`src/rtl/lsu_pkg.sv`:
```
// Shared types and constants for the load/store unit: FSM states, fault codes,
// RISC-V load/store funct3 encodings and the MMIO register map.
package lsu_pkg;

  typedef enum logic [2:0] {
    IDLE,
    STORE,
    LOAD_ISSUE,
    LOAD_CAPTURE,
    RESP
  } lsu_state_t;

  localparam logic [1:0] FAULT_NONE       = 2'd0;
  localparam logic [1:0] FAULT_MISALIGNED = 2'd1;
  localparam logic [1:0] FAULT_ACCESS     = 2'd2;

  localparam logic [2:0] F3_LB  = 3'b000;
  localparam logic [2:0] F3_LH  = 3'b001;
  localparam logic [2:0] F3_LW  = 3'b010;
  localparam logic [2:0] F3_LBU = 3'b100;
  localparam logic [2:0] F3_LHU = 3'b101;
  localparam logic [2:0] F3_SB  = 3'b000;
  localparam logic [2:0] F3_SH  = 3'b001;
  localparam logic [2:0] F3_SW  = 3'b010;

  localparam logic [31:0] MMIO_LEDS   = 32'hFFFF_FFFC;
  localparam logic [31:0] MMIO_MILLIS = 32'hFFFF_FFF8;
  localparam logic [31:0] MMIO_MICROS = 32'hFFFF_FFF4;

endpackage

```
`src/rtl/lsu_addr_check.sv`:
```
// Combinational classifier for one access: illegal funct3, misalignment and
// address-map violations, reported in priority order as a fault code.
module lsu_addr_check
  import lsu_pkg::*;
#(
  parameter int unsigned DMEM_SIZE_BYTES = 4096
) (
  input  logic [31:0] ea,
  input  logic [2:0]  funct3,
  input  logic        is_store,
  output logic [1:0]  fault
);

  logic illegal;
  logic misaligned;
  logic in_ram;
  logic in_mmio;
  logic read_only;

  // Stores only have SB/SH/SW; loads additionally have the unsigned forms.
  assign illegal = is_store ? (funct3[2] || (funct3 == 3'b011))
                            : ((funct3 == 3'b011) || (funct3 == 3'b110) || (funct3 == 3'b111));

  assign misaligned = ((funct3[1:0] == 2'b01) && ea[0]) ||
                      ((funct3[1:0] == 2'b10) && (ea[1:0] != 2'b00));

  assign in_ram    = ea < 32'(DMEM_SIZE_BYTES);
  assign in_mmio   = ea >= MMIO_MICROS;
  // The millis/micros timers occupy the MMIO words below the LED register.
  assign read_only = is_store && in_mmio && (ea < MMIO_LEDS);

  always_comb begin
    fault = FAULT_NONE;
    if (illegal) begin
      fault = FAULT_ACCESS;
    end else if (misaligned) begin
      fault = FAULT_MISALIGNED;
    end else if (!(in_ram || in_mmio) || read_only) begin
      fault = FAULT_ACCESS;
    end
  end

endmodule

```
`src/rtl/load_store_unit.sv`:
```
// Core-side load/store initiator: one request at a time, drives the dmem port,
// captures synchronous read data and returns one response per request.
module load_store_unit
  import lsu_pkg::*;
#(
  parameter int unsigned DMEM_SIZE_BYTES = 4096,
  parameter int unsigned CNT_WIDTH       = 16
) (
  input  logic                 clk,
  input  logic                 reset_n,
  input  logic                 req_valid,
  output logic                 req_ready,
  input  logic                 req_is_store,
  input  logic [2:0]           req_funct3,
  input  logic [31:0]          req_base,
  input  logic [31:0]          req_offset,
  input  logic [31:0]          req_store_data,
  input  logic [4:0]           req_rd,
  output logic                 rsp_valid,
  input  logic                 rsp_ready,
  output logic [31:0]          rsp_data,
  output logic [4:0]           rsp_rd,
  output logic [1:0]           rsp_fault,
  output logic [31:0]          rsp_fault_addr,
  output logic [31:0]          dmem_address,
  output logic [2:0]           dmem_funct3,
  output logic                 dmem_wren,
  output logic [31:0]          dmem_data_in,
  input  logic [31:0]          dmem_data_out,
  output logic [CNT_WIDTH-1:0] load_count,
  output logic [CNT_WIDTH-1:0] store_count,
  output logic [CNT_WIDTH-1:0] fault_count
);

  lsu_state_t  state;
  lsu_state_t  next_state;
  logic [31:0] ea;
  logic [1:0]  req_fault;
  logic        accept;
  logic        handshake;
  logic        kind_store;

  assign ea        = req_base + req_offset;
  assign accept    = req_valid && req_ready;
  assign handshake = rsp_valid && rsp_ready;

  lsu_addr_check #(
    .DMEM_SIZE_BYTES(DMEM_SIZE_BYTES)
  ) u_addr_check (
    .ea       (ea),
    .funct3   (req_funct3),
    .is_store (req_is_store),
    .fault    (req_fault)
  );

  always_ff @(posedge clk or negedge reset_n) begin
    if (!reset_n) begin
      state <= IDLE;
    end else begin
      state <= next_state;
    end
  end

  always_comb begin
    next_state = state;
    req_ready  = 1'b0;
    case (state)
      IDLE: begin
        req_ready = 1'b1;
        if (req_valid) begin
          if (req_fault != FAULT_NONE) begin
            next_state = RESP;
          end else if (req_is_store) begin
            next_state = STORE;
          end else begin
            next_state = LOAD_ISSUE;
          end
        end
      end
      STORE:        next_state = RESP;
      LOAD_ISSUE:   next_state = LOAD_CAPTURE;
      LOAD_CAPTURE: next_state = RESP;
      RESP:         if (rsp_ready) next_state = IDLE;
      default:      next_state = IDLE;
    endcase
  end

  // Faulting requests leave the dmem address/funct3/data untouched.
  always_ff @(posedge clk or negedge reset_n) begin
    if (!reset_n) begin
      dmem_wren      <= 1'b0;
      dmem_address   <= '0;
      dmem_funct3    <= '0;
      dmem_data_in   <= '0;
      rsp_valid      <= 1'b0;
      rsp_data       <= '0;
      rsp_rd         <= '0;
      rsp_fault      <= FAULT_NONE;
      rsp_fault_addr <= '0;
      kind_store     <= 1'b0;
      load_count     <= '0;
      store_count    <= '0;
      fault_count    <= '0;
    end else begin
      dmem_wren <= (next_state == STORE);
      rsp_valid <= (next_state == RESP);
      if (accept) begin
        rsp_rd         <= req_rd;
        rsp_fault      <= req_fault;
        rsp_fault_addr <= ea;
        rsp_data       <= '0;
        kind_store     <= req_is_store;
        if (req_fault == FAULT_NONE) begin
          dmem_address <= ea;
          dmem_funct3  <= req_funct3;
          dmem_data_in <= req_store_data;
        end
      end
      if (state == LOAD_CAPTURE) begin
        rsp_data <= dmem_data_out;
      end
      // Counters stick at all-ones instead of wrapping.
      if (handshake) begin
        if (rsp_fault != FAULT_NONE) begin
          if (~&fault_count) fault_count <= fault_count + 1'b1;
        end else if (kind_store) begin
          if (~&store_count) store_count <= store_count + 1'b1;
        end else begin
          if (~&load_count) load_count <= load_count + 1'b1;
        end
      end
    end
  end

endmodule

```
`config.mk`:
```
export PLATFORM = sky130hd
export DESIGN_NAME = load_store_unit
export DESIGN_NICKNAME = d
export VERILOG_FILES = /design/src/rtl/lsu_pkg.sv /design/src/rtl/lsu_addr_check.sv /design/src/rtl/load_store_unit.sv
export SDC_FILE = /design/constraint.sdc
export NUM_CORES = 1
export LEC_CHECK = 0
export CAP_MARGIN = 25
export CORE_MARGIN = 8
export CORE_UTILIZATION = 40
export CTS_CLUSTER_SIZE = 40
export DETAILED_ROUTE_END_ITERATION = 16
export PLACE_DENSITY = 0.7
export SYNTH_ARGS = -nofsm -noshare
export SYNTH_HDL_FRONTEND = slang
export SYNTH_HIERARCHICAL = 1
export SYNTH_SLANG_ARGS = --single-unit
```
`constraint.sdc`:
```
create_clock -name clk -period 3.1 [get_ports clk]
set_input_delay 0.465 -clock clk [delete_from_list [all_inputs] [get_ports clk]]
set_output_delay 0.465 -clock clk [all_outputs]
set_load 0.1 [all_outputs]
```
# [After elaboration in Yosys (flattened, before gate mapping)]
# Cells that the tools add are included.
[word_totals] reg_bits=192 word_cells=76 out_inout_bits=189 input_bits=141
[op_classes] order_cmp=3 muxes=12 n_eq_ne=11 n_reduce_logical=27 bitwise_logic=5 n_addsub=4
[ops] operator="2-to-1 mux 32 bit" count=2
[ops] operator="adder 16 x 1 -> 16 bit (second input constant)" count=3
[ops] operator="AND reduction 16 bit" count=3
[ops] operator="adder 32 bit" count=1
[ops] operator="greater-or-equal comparator 32 bit (second input constant)" count=1
[ops] operator="less-than comparator 32 x 13 -> 1 bit (second input constant)" count=1
[ops] operator="less-than comparator 32 bit (second input constant)" count=1
[ops] operator="== test 3 bit (second input constant)" count=4
[ops] operator="one-hot mux 3 bit (4 select lines)" count=1
[ops] operator="== test 3 x 2 -> 1 bit (second input constant)" count=3
[ops] operator="2-to-1 mux 3 bit" count=3
[ops] operator="2-to-1 mux 2 bit" count=4
[ops] operator="AND reduction 4 bit" count=2
[ops] operator="nonzero test 2 bit" count=4
[ops] operator="== test 3 x 1 -> 1 bit (second input constant)" count=2
[ops] operator="logical AND 1 bit" count=6
[ops] operator="logical OR 1 bit" count=6
[ops] operator="inverter 1 bit" count=5
[ops] operator="logical NOT 3 bit" count=1
[ops] operator="AND reduction 3 bit" count=1
[ops] operator="== test 2 x 1 -> 1 bit (second input constant)" count=1
[ops] operator="== test 2 bit (second input constant)" count=1
[ops] operator="logical NOT 2 bit" count=1
[ops] operator="2-to-1 mux 1 bit" count=2
[ops] operator="3 further kinds" count=3

# [Depth between registers and ports, before layout]
# Gate-level depths: netlist of the first run.
[logic_depth] ltp_word=13 depth_mapped=19

# [By module]
# The synthesis of the first run kept the hierarchy.
[by_module_without_submodules] mod="load_store_unit" seq_area_each_um2=4804.6 cells_each=1037 instances=1 area_per_inst_um2=9459.1
[by_module_without_submodules] mod="lsu_addr_check" seq_area_each_um2=0.0 cells_each=29 instances=1 area_per_inst_um2=165.2

# [Worst setup path before layout of the first run]
# No wires, ideal clock.
[synth_path] path_kind="input to register" start="input req_base[0]" end="register dmem_address[28]" slack_ns=-1.202 setup_time_ns=0.131 cell_stages=18 arrival_time_ns=4.171 required_ns=2.969 cell_sequence="ha_1 -> fa_1 -> a21o_1 -> a221o_1 -> a21oi_1 -> a211oi_1 -> o22ai_1 -> o21ai_0 -> xor2_1 -> nand4_1 -> nor4_1 -> and3_1 -> o21bai_1 -> nor2_1 -> nand2_1 -> clkbuf_1 -> a221oi_1 -> nand3_1"
[synth_between] elab_chain_cells=10 elab_cells_between_ends=18
[synth_rtl] element="start: declaration" line="load_store_unit.sv:15" text="input logic [31:0] req_base,"
[synth_rtl] element="adder 32 bit (*)" line="load_store_unit.sv:43" text="assign ea = req_base + req_offset;"
[synth_rtl] element="net ea[28]" line="load_store_unit.sv:37" text="logic [31:0] ea;"
[synth_rtl] element="less-than comparator 32 x 13 -> 1 bit / greater-or-equal comparator 32 bit (equally long branches)" line="lsu_addr_check.sv:27, lsu_addr_check.sv:28"
[synth_rtl] element="logical OR 1 bit / logical AND 1 bit (equally long branches)" line="lsu_addr_check.sv:38, lsu_addr_check.sv:30"
[synth_rtl] element="logical NOT 1 bit / logical AND 1 bit (equally long branches)" line="lsu_addr_check.sv:38, lsu_addr_check.sv:30"
[synth_rtl] element="logical OR 1 bit (*)" line="lsu_addr_check.sv:38" text="end else if (!(in_ram || in_mmio) || read_only) begin"
[synth_rtl] element="2-to-1 mux 2 bit (*)" line="lsu_addr_check.sv:38"
[synth_rtl] element="2-to-1 mux 2 bit (*)" line="lsu_addr_check.sv:36" text="end else if (misaligned) begin"
[synth_rtl] element="2-to-1 mux 2 bit (*)" line="lsu_addr_check.sv:34" text="if (illegal) begin"
[synth_rtl] element="net req_fault[1]" line="load_store_unit.sv:38" text="logic [1:0] req_fault;"
[synth_rtl] element="logical NOT 2 bit (*)" line="load_store_unit.sv:113" text="if (req_fault == FAULT_NONE) begin"
[synth_rtl] element="AND reduction 2 bit (no source line) (*)"
[synth_rtl] element="end signal: assignment" line="load_store_unit.sv:92" text="dmem_address <= '0;"
[synth_rtl] element="end signal: assignment" line="load_store_unit.sv:114" text="dmem_address <= ea;"
[synth_rtl] element="end: declaration" line="load_store_unit.sv:25" text="output logic [31:0] dmem_address,"
# Mark *: on every way through the listed nets, which the timed path passes. The rest lies on a longest branch.
# A chain may end at the register's enable or synchronous reset.

# [Worst setup path in the final report of the first run]
# Same ends and word-level chain as after synthesis.

==> results.py, run 1 <==
metrics = {
    "synthesis": {
        "synth.yosys.warnings": 6,
        "yosysTopAreaCell": "sky130_fd_sc_hd__dfrtp_1",
        "synthTopCellsByCount": "sky130_fd_sc_hd__nand2_1 (310), sky130_fd_sc_hd__dfrtp_1 (192), sky130_fd_sc_hd__o21ai_0 (105)",
        "post_synth.cell_area_avg_um2": 9.03,
        "number_of_flops_mapped_to_enable_cells_by_yosys": 0,
        "syn_nets": 1242,
        "synthesis.area_um2": 9620,
        "synth-adder-area-share_pct": 4.63,
        "yosysUniqueCellTypes": 57,
        "synth-simple-area-share_pct": 20.8,
        "post_synth_main_area_contributors": "sky130_fd_sc_hd__dfrtp_1 (50%), sky130_fd_sc_hd__nand2_1 (12%), sky130_fd_sc_hd__o21ai_0 (5.5%), sky130_fd_sc_hd__xnor2_1 (4.6%), sky130_fd_sc_hd__ha_1 (4.4%)",
        "yosys.area.top_type_share_pct": 49.9,
        "yosysSeqAreaShare_pct": 49.9,
        "multiplexer_area_fraction_after_synthesis_pct": 1.50,
        "synth_top_family_by_area": "simple AND/OR/NAND/NOR gates",
        "asyncSetResetFlopFracSynth_pct": 100,
        "post_synth_xor_area_fraction_pct": 6.73,
        "synth-main-ff-cell": "sky130_fd_sc_hd__dfrtp_1",
        "synth_compound_area_share_pct": 13.1,
        "synthMostInstantiatedCell": "sky130_fd_sc_hd__nand2_1",
        "post_synth_inst_count": 1066,
        "yosys_register_bits": 192,
    },
    "die": {
        "ios": 330,
        "die_boundary_width_um": 171,
        "floorplan.die_area_um2": 29300,
        "die_h_um": 171,
        "num_rows": 56,
        "floorplan.core_area_um2": 23500,
        "initial_core_util_pct": 40.9,
    },
    "timing": {
        "final_min_period_over_clock_period_pct": 125,
        "final.hold.worst_slack_ps": 392,
        "max_freq_mhz": 258,
        "setup_viol": 73,
        "worst_slew_pin_slew_ps": 618,
        "setup_repair_after_global_routing_missed_its_margin": "yes",
        "max_slew_margin_pct": 58.4,
        "finalClockSkew_ps": 11.2,
        "maxSlewViolCount": 0,
        "worst_slack_ps": -783,
        "number_of_endpoints_with_negative_hold_slack_in_the_final_report": 0,
        "post-route-min-period_ps": 3880,
        "final.setup.tns_ps": -51380,
    },
    "worst_setup_path": {
        "worst-path-max-fanout": 9,
        "cp_endpoint_kind": "flip-flop",
        "critical-path-top-delay-family": "compound AO/OA/AOI/OAI gates",
        "critical_path.max_stage_delay_ps": 450,
        "startpoint_type": "primary input",
        "cpMaxStageDelayCell": "sky130_fd_sc_hd__a221o_2",
        "criticalPathCategory": "in2reg",
        "cp.arrival_ps": 4240,
        "timing.reg2reg.worst_path_depth": 8,
        "most_numerous_cell_on_the_critical_path": "sky130_fd_sc_hd__nand3_1",
        "timing.critical_path.cells": "buf_6 -> ha_4 -> fa_2 -> a21o_1 -> a221o_2 -> a2111oi_4 -> a21oi_2 -> a41oi_2 -> xnor2_2 -> buf_4 -> nor4_4 -> nand3_1 -> o21ai_2 -> o21bai_4 -> nor2_4 -> nand2_8 -> or4_1 -> nand3_1",
        "worst-path-buf-inv": 2,
        "critical_path_cell_count": 18,
        "critical_path_required_ps": 3460,
    },
    "cts": {
        "max-clock-path-buffers": 2,
        "ctsHtreeMaxLevel": 4,
        "cts_clk_pin_slew_worst_paths_ps": 80,
        "cts-buffers-inserted": 17,
        "cts.root.buffer_cell": "sky130_fd_sc_hd__clkbuf_16",
        "worstSkewPairLatency_ps": 430,
        "clkSinkCount": 192,
        "clock_tree_from_tritoncts": "done",
    },
    "routing": {
        "detailroute.via_count": 9546,
        "drt_wl_total_mm": 34.0,
        "detailedRoute.firstIterationViolations": 710,
        "wl_per_cell_um": 18.1,
        "first_pass_iters": 4,
        "remaining_drc_errors": 0,
        "vias_per_cell": 5.07,
        "drt.antenna.violating_nets": 0,
    },
    "run": {
        "drv.max_cap_violation_count": 0,
    },
    "placement": {
        "placer_s_final_routability_congestion_estimate": 0.867,
        "detailedPlacementHpwl_mm": 25.3,
        "placedInstanceArea_um2": 13900,
        "port_buffer_count": 329,
        "place.detailed.instances": 1815,
    },
    "grt": {
        "vias_in_the_first_global_route": 9612,
        "grt_pass1_wl_mm": 51.8,
        "grt_overflow_total": 0,
        "maximum_number_of_pins_on_one_net_before_global_route_repair": 58,
        "grt_use_total_pct": 22.3,
        "antenna_found_initial": 0,
    },
    "cells_and_area": {
        "postLayoutCoreUtil_pct": 65.5,
        "layout.area.seq_um2": 4800,
        "area_growth_pct": 60.2,
        "final-instance-count-excl-fill": 1883,
        "final_nets": 1727,
        "final_layout_size_suffix_gt1_share_pct": 32.6,
        "multiInputGateArea_um2": 5070,
        "antenna-diode-count": 0,
        "final_design_area_no_fill_um2": 15400,
        "fillerInstances": 1941,
    },
    "power": {
        "power_leakage_nw": 7.50,
        "ir_drop_mv": 0.688,
        "p_per_area_nw_per_um2": 998,
    },
    "outcome": {
        "violated_checks": "setup timing",
        "status": "complete, but fails checks",
    },
    "min_path": {
        "hold_class": "in2reg",
        "hold_depth": 4,
    },
}
[tightest hold or removal path, stage by stage]
cell,delay [ps]
sky130_fd_sc_hd__buf_6,70
sky130_fd_sc_hd__ha_4,150
sky130_fd_sc_hd__nand2_1,50
sky130_fd_sc_hd__nand2_1,40
[flip-flops by register name, indices dropped and copies added (netlist names), 3 cells and up]
signal	flops
rsp_rd	5
state	3
dmem_funct3	3
dmem_address	32
rsp_fault_addr	32
store_count	16
fault_count	16
load_count	16
rsp_data	32
dmem_data_in	32
[cell type report]
cell class	instances	area share, %
multi-input combinational	792	32.9
sequential	192	31.2
timing repair buffer	515	28.6
clock buffer	18	2.85
tap	319	2.59
clock inverter	14	1.15
inverter	33	0.804
[cell families after synthesis]
kind of cell,after synthesis
simple gates,460
buf+inv,82
compound gates,210
flops,192
xor+xnor,74
fa+ha+maj,35
mux,13
[power by group]
part | internal (mW) | switching [mW]
sequential | 3.25 | 0.553
clock | 1.18 | 1.08
combinational | 2.09 | 7.22
total | 6.52 | 8.85
[through the flow]
step / power, mW / setup WS (ps)
finish: 15.4 / -783
CTS: 15.4 / -606
global placement: 12.8 / -1390
detailed placement: 12.9 / -1490
floorplan: 10.4 / -827
global route: 15.9 / -886
[final timing paths]
| check | from | to | slack, ps |
|---|---|---|---|
| min in group asynchronous | reset_n | dmem_data_in[6]$_DFFE_PN0P_ | 550 |
| worst max-delay path | req_base[0] | dmem_address[28]$_DFFE_PN0P_ | -780 |
| worst max register to register | store_count[6]$_DFFE_PN0P_ | store_count[9]$_DFFE_PN0P_ | 870 |
| worst min-delay path | req_offset[0] | dmem_address[0]$_DFFE_PN0P_ | 390 |
| max in group asynchronous | reset_n | rsp_fault_addr[5]$_DFFE_PN0P_ | 1750 |
| worst min register to register | dmem_funct3[0]$_DFFE_PN0P_ | dmem_funct3[0]$_DFFE_PN0P_ | 480 |
[layer usage]
metal / up-vias / GRT usage, % / routed length, um
met1: 4567 / 28.2 / 14400
li1: 4623 / - / -
met3: 51 / 4.63 / 2040
met2: 305 / 37.7 / 16600
met4: 0 / 7.49 / 1010
met5: - / 0 / 0
[what timing repair did]
action / in CTS / in global routing
resized for setup: 118 / 40
hold endpoints to repair: 8 / 0
hold buffers: 1 / 0
endpoints found under the setup margin: 74 / 73
pin swaps: 40 / 8
cloned: 5 / 1
setup buffers: 24 / 7
[placed cells by master, fill, tap and decap left out, drive strengths merged, types with 11 or more instances in the layout]
cell type and count:
dfrtp 192, inv 37, a21o 14, ha 34
clkbuf 20, o21ai 105, nand3 25, a21oi 37
buf 375, nand4 29, xnor2 50, clkdlybuf4s50 103
nor3 15, nand2 310, nor2 36, nor4 12
dlygate4sd2 31, xor2 24, mux2 11
Note: power is estimated with default switching activity, not from simulation.
==> run 2: changes to the inputs <==
--- a/config.mk
+++ b/config.mk
@@ -7,10 +7,10 @@
 export LEC_CHECK = 0
 export CAP_MARGIN = 25
 export CORE_MARGIN = 8
-export CORE_UTILIZATION = 40
+export CORE_UTILIZATION = 45
 export CTS_CLUSTER_SIZE = 40
 export DETAILED_ROUTE_END_ITERATION = 16
-export PLACE_DENSITY = 0.7
+export PLACE_DENSITY = 0.77
 export SYNTH_ARGS = -nofsm -noshare
 export SYNTH_HDL_FRONTEND = slang
 export SYNTH_HIERARCHICAL = 1
==> results.py, run 2 (same netlist as run 1, synthesis figures left out) <==
metrics = {
    "grt": {
        "vias_in_the_first_global_route": 9939,
        "grt_overflow_total": 0,
        "maximum_number_of_pins_on_one_net_before_global_route_repair": 75,
        "antenna_found_initial": 1,
        "met1_usage_pct": 31.2,
        "grt_util_met3_pct": 5.52,
        "global_route.peak_usage_layer": "met2",
        "groute.layer.met2.usage_pct": 41.9,
        "grt_use_total_pct": 25.3,
        "grt_pass1_wl_mm": 53.3,
    },
    "die": {
        "floorplan.core_area_um2": 21000,
        "num_rows": 53,
        "floorplan.die_area_um2": 26300,
        "ios": 330,
        "die_h_um": 162,
        "die_boundary_width_um": 162,
        "initial_core_util_pct": 45.8,
    },
    "power": {
        "p_per_area_nw_per_um2": 999,
        "power_leakage_nw": 7.63,
        "ir_drop_mv": 1.03,
    },
    "timing": {
        "setup_viol": 73,
        "maxSlewViolCount": 0,
        "max_freq_mhz": 252,
        "worst_slew_pin_slew_ps": 643,
        "final_min_period_over_clock_period_pct": 128,
        "worst_slack_ps": -862,
        "finalClockSkew_ps": 10.0,
        "post-route-min-period_ps": 3960,
        "final.setup.tns_ps": -56370,
        "number_of_endpoints_with_negative_hold_slack_in_the_final_report": 0,
        "max_slew_margin_pct": 56.8,
        "setup_repair_after_global_routing_missed_its_margin": "yes",
    },
    "routing": {
        "remaining_drc_errors": 0,
        "vias_per_cell": 5.37,
        "drt.antenna.violating_nets": 0,
        "detailroute.via_count": 9939,
        "detailedRoute.firstIterationViolations": 678,
        "first_pass_iters": 5,
        "wl_per_cell_um": 19.5,
        "drt_wl_total_mm": 36.1,
    },
    "placement": {
        "pre_cts_slack_ps": -1500,
        "placer_s_final_routability_congestion_estimate": 0.896,
        "detailedPlacementHpwl_mm": 25.4,
        "port_buffer_count": 329,
    },
    "worst_setup_path": {
        "cp.arrival_ps": 4330,
        "most_numerous_cell_on_the_critical_path": "sky130_fd_sc_hd__buf_4",
        "critical_path.max_stage_delay_ps": 430,
        "cpMaxStageDelayCell": "sky130_fd_sc_hd__clkdlybuf4s50_1",
        "worst-path-max-fanout": 5,
        "cp_endpoint_kind": "flip-flop",
        "critical_path_required_ps": 3460,
        "startpoint_type": "primary input",
        "timing.critical_path.cells": "clkdlybuf4s50_1 -> ha_1 -> o21ai_2 -> nor4_4 -> buf_4 -> buf_4 -> buf_4 -> a211oi_1 -> a21oi_1 -> nor2_1 -> xnor2_1 -> nand4_1 -> nor4_2 -> and3_1 -> o21bai_4 -> nor2_4 -> buf_6 -> nand2_8 -> or4_1 -> nand3_1",
        "criticalPathCategory": "in2reg",
    },
    "cells_and_area": {
        "layout_commonest_cell": "sky130_fd_sc_hd__buf_4",
        "area_growth_pct": 63.9,
        "multiInputGateArea_um2": 5390,
        "postLayoutCoreUtil_pct": 75.0,
        "layout.area.seq_um2": 4800,
        "fillerInstances": 1473,
        "final_nets": 1737,
        "final_layout_size_suffix_gt1_share_pct": 36.7,
        "mostFrequentLayoutCells": "sky130_fd_sc_hd__buf_4 (364), sky130_fd_sc_hd__nand2_1 (251), sky130_fd_sc_hd__dfrtp_1 (192)",
    },
    "cts": {
        "clock_tree_from_tritoncts": "done",
        "max-clock-path-buffers": 2,
        "cts.root.buffer_cell": "sky130_fd_sc_hd__clkbuf_16",
        "clkSinkCount": 192,
        "cts_clk_pin_slew_worst_paths_ps": 80,
        "ctsHtreeMaxLevel": 4,
        "cts-buffers-inserted": 17,
        "worstSkewPairLatency_ps": 430,
    },
    "run": {
        "drv.max_cap_violation_count": 0,
    },
    "outcome": {
        "violated_checks": "setup timing",
        "status": "complete, but fails checks",
    },
    "min_path": {
        "hold_class": "in2async",
    },
}
run 2: final timing paths:
check,slack [ps],endpoint,from,depth (start not counted)
hold / removal,50,rsp_rd[1]$_DFFE_PN0P_,reset_n,1
setup reg to reg,700,fault_count[9]$_DFFE_PN0P_,fault_count[7]$_DFFE_PN0P_,7
max in group asynchronous,2200,dmem_address[29]$_DFFE_PN0P_,reset_n,2
hold reg to reg,480,dmem_data_in[5]$_DFFE_PN0P_,dmem_data_in[5]$_DFFE_PN0P_,2
min in group clk,390,dmem_address[0]$_DFFE_PN0P_,req_offset[0],4
setup / recovery,-860,dmem_address[28]$_DFFE_PN0P_,req_offset[7],20
run 2: layer usage:
metal	vias to the layer above	part of all wire (%)	wire, um
met1	4829	41	14800
li1	4638	-	-
met4	0	3.8	1380
met5	-	0	0
met2	390	49	17600
met3	82	6.2	2230
run 2: critical path: cells and delay by family:
| kind | cells | cell delay, ps |
|---|---|---|
| buffers and inverters | 5 | 900 |
| and+or+nand+nor | 9 | 1880 |
| xor gates and xnor gates | 1 | 220 |
| adders and majority gates | 1 | 370 |
| AOI/OAI and AO/OA | 4 | 480 |
run 2: per-stage QoR:
stage	power, mW	cell area [um2]	hold WS, ps	cells
detailed placement	12.9	13900	464	1776
CTS	15.4	15200	66.5	1839
finish	15.8	15800	52.8	1850
floorplan	10.4	9750	169	1066
global route	16.3	15800	87.9	1850
global placement	12.8	13900	458	1776
run 2: power by group:
group / switching, mW / total (mW) / internal (mW)
logic: 7.32 / 9.59 / 2.26
registers: 0.670 / 3.92 / 3.25
clock network: 1.14 / 2.25 / 1.10
total: 9.14 / 15.8 / 6.62
run 2: final cells by class:
class                      count  share of cell area [%]
multi-input combinational    793                    34.2
sequential                   192                    30.5
timing repair buffer         524                    28.5
clock buffer                  17                    2.70
tap                          275                    2.18
clock inverter                15                    1.17
inverter                      33                   0.785
antenna                        1                  0.0159
run 2: timing repair:
action	CTS	global route
setup endpoints to repair	73	74
cloned	3	6
setup buffers	30	8
pin swaps	42	49
resized for setup	134	121
hold buffers	0	0
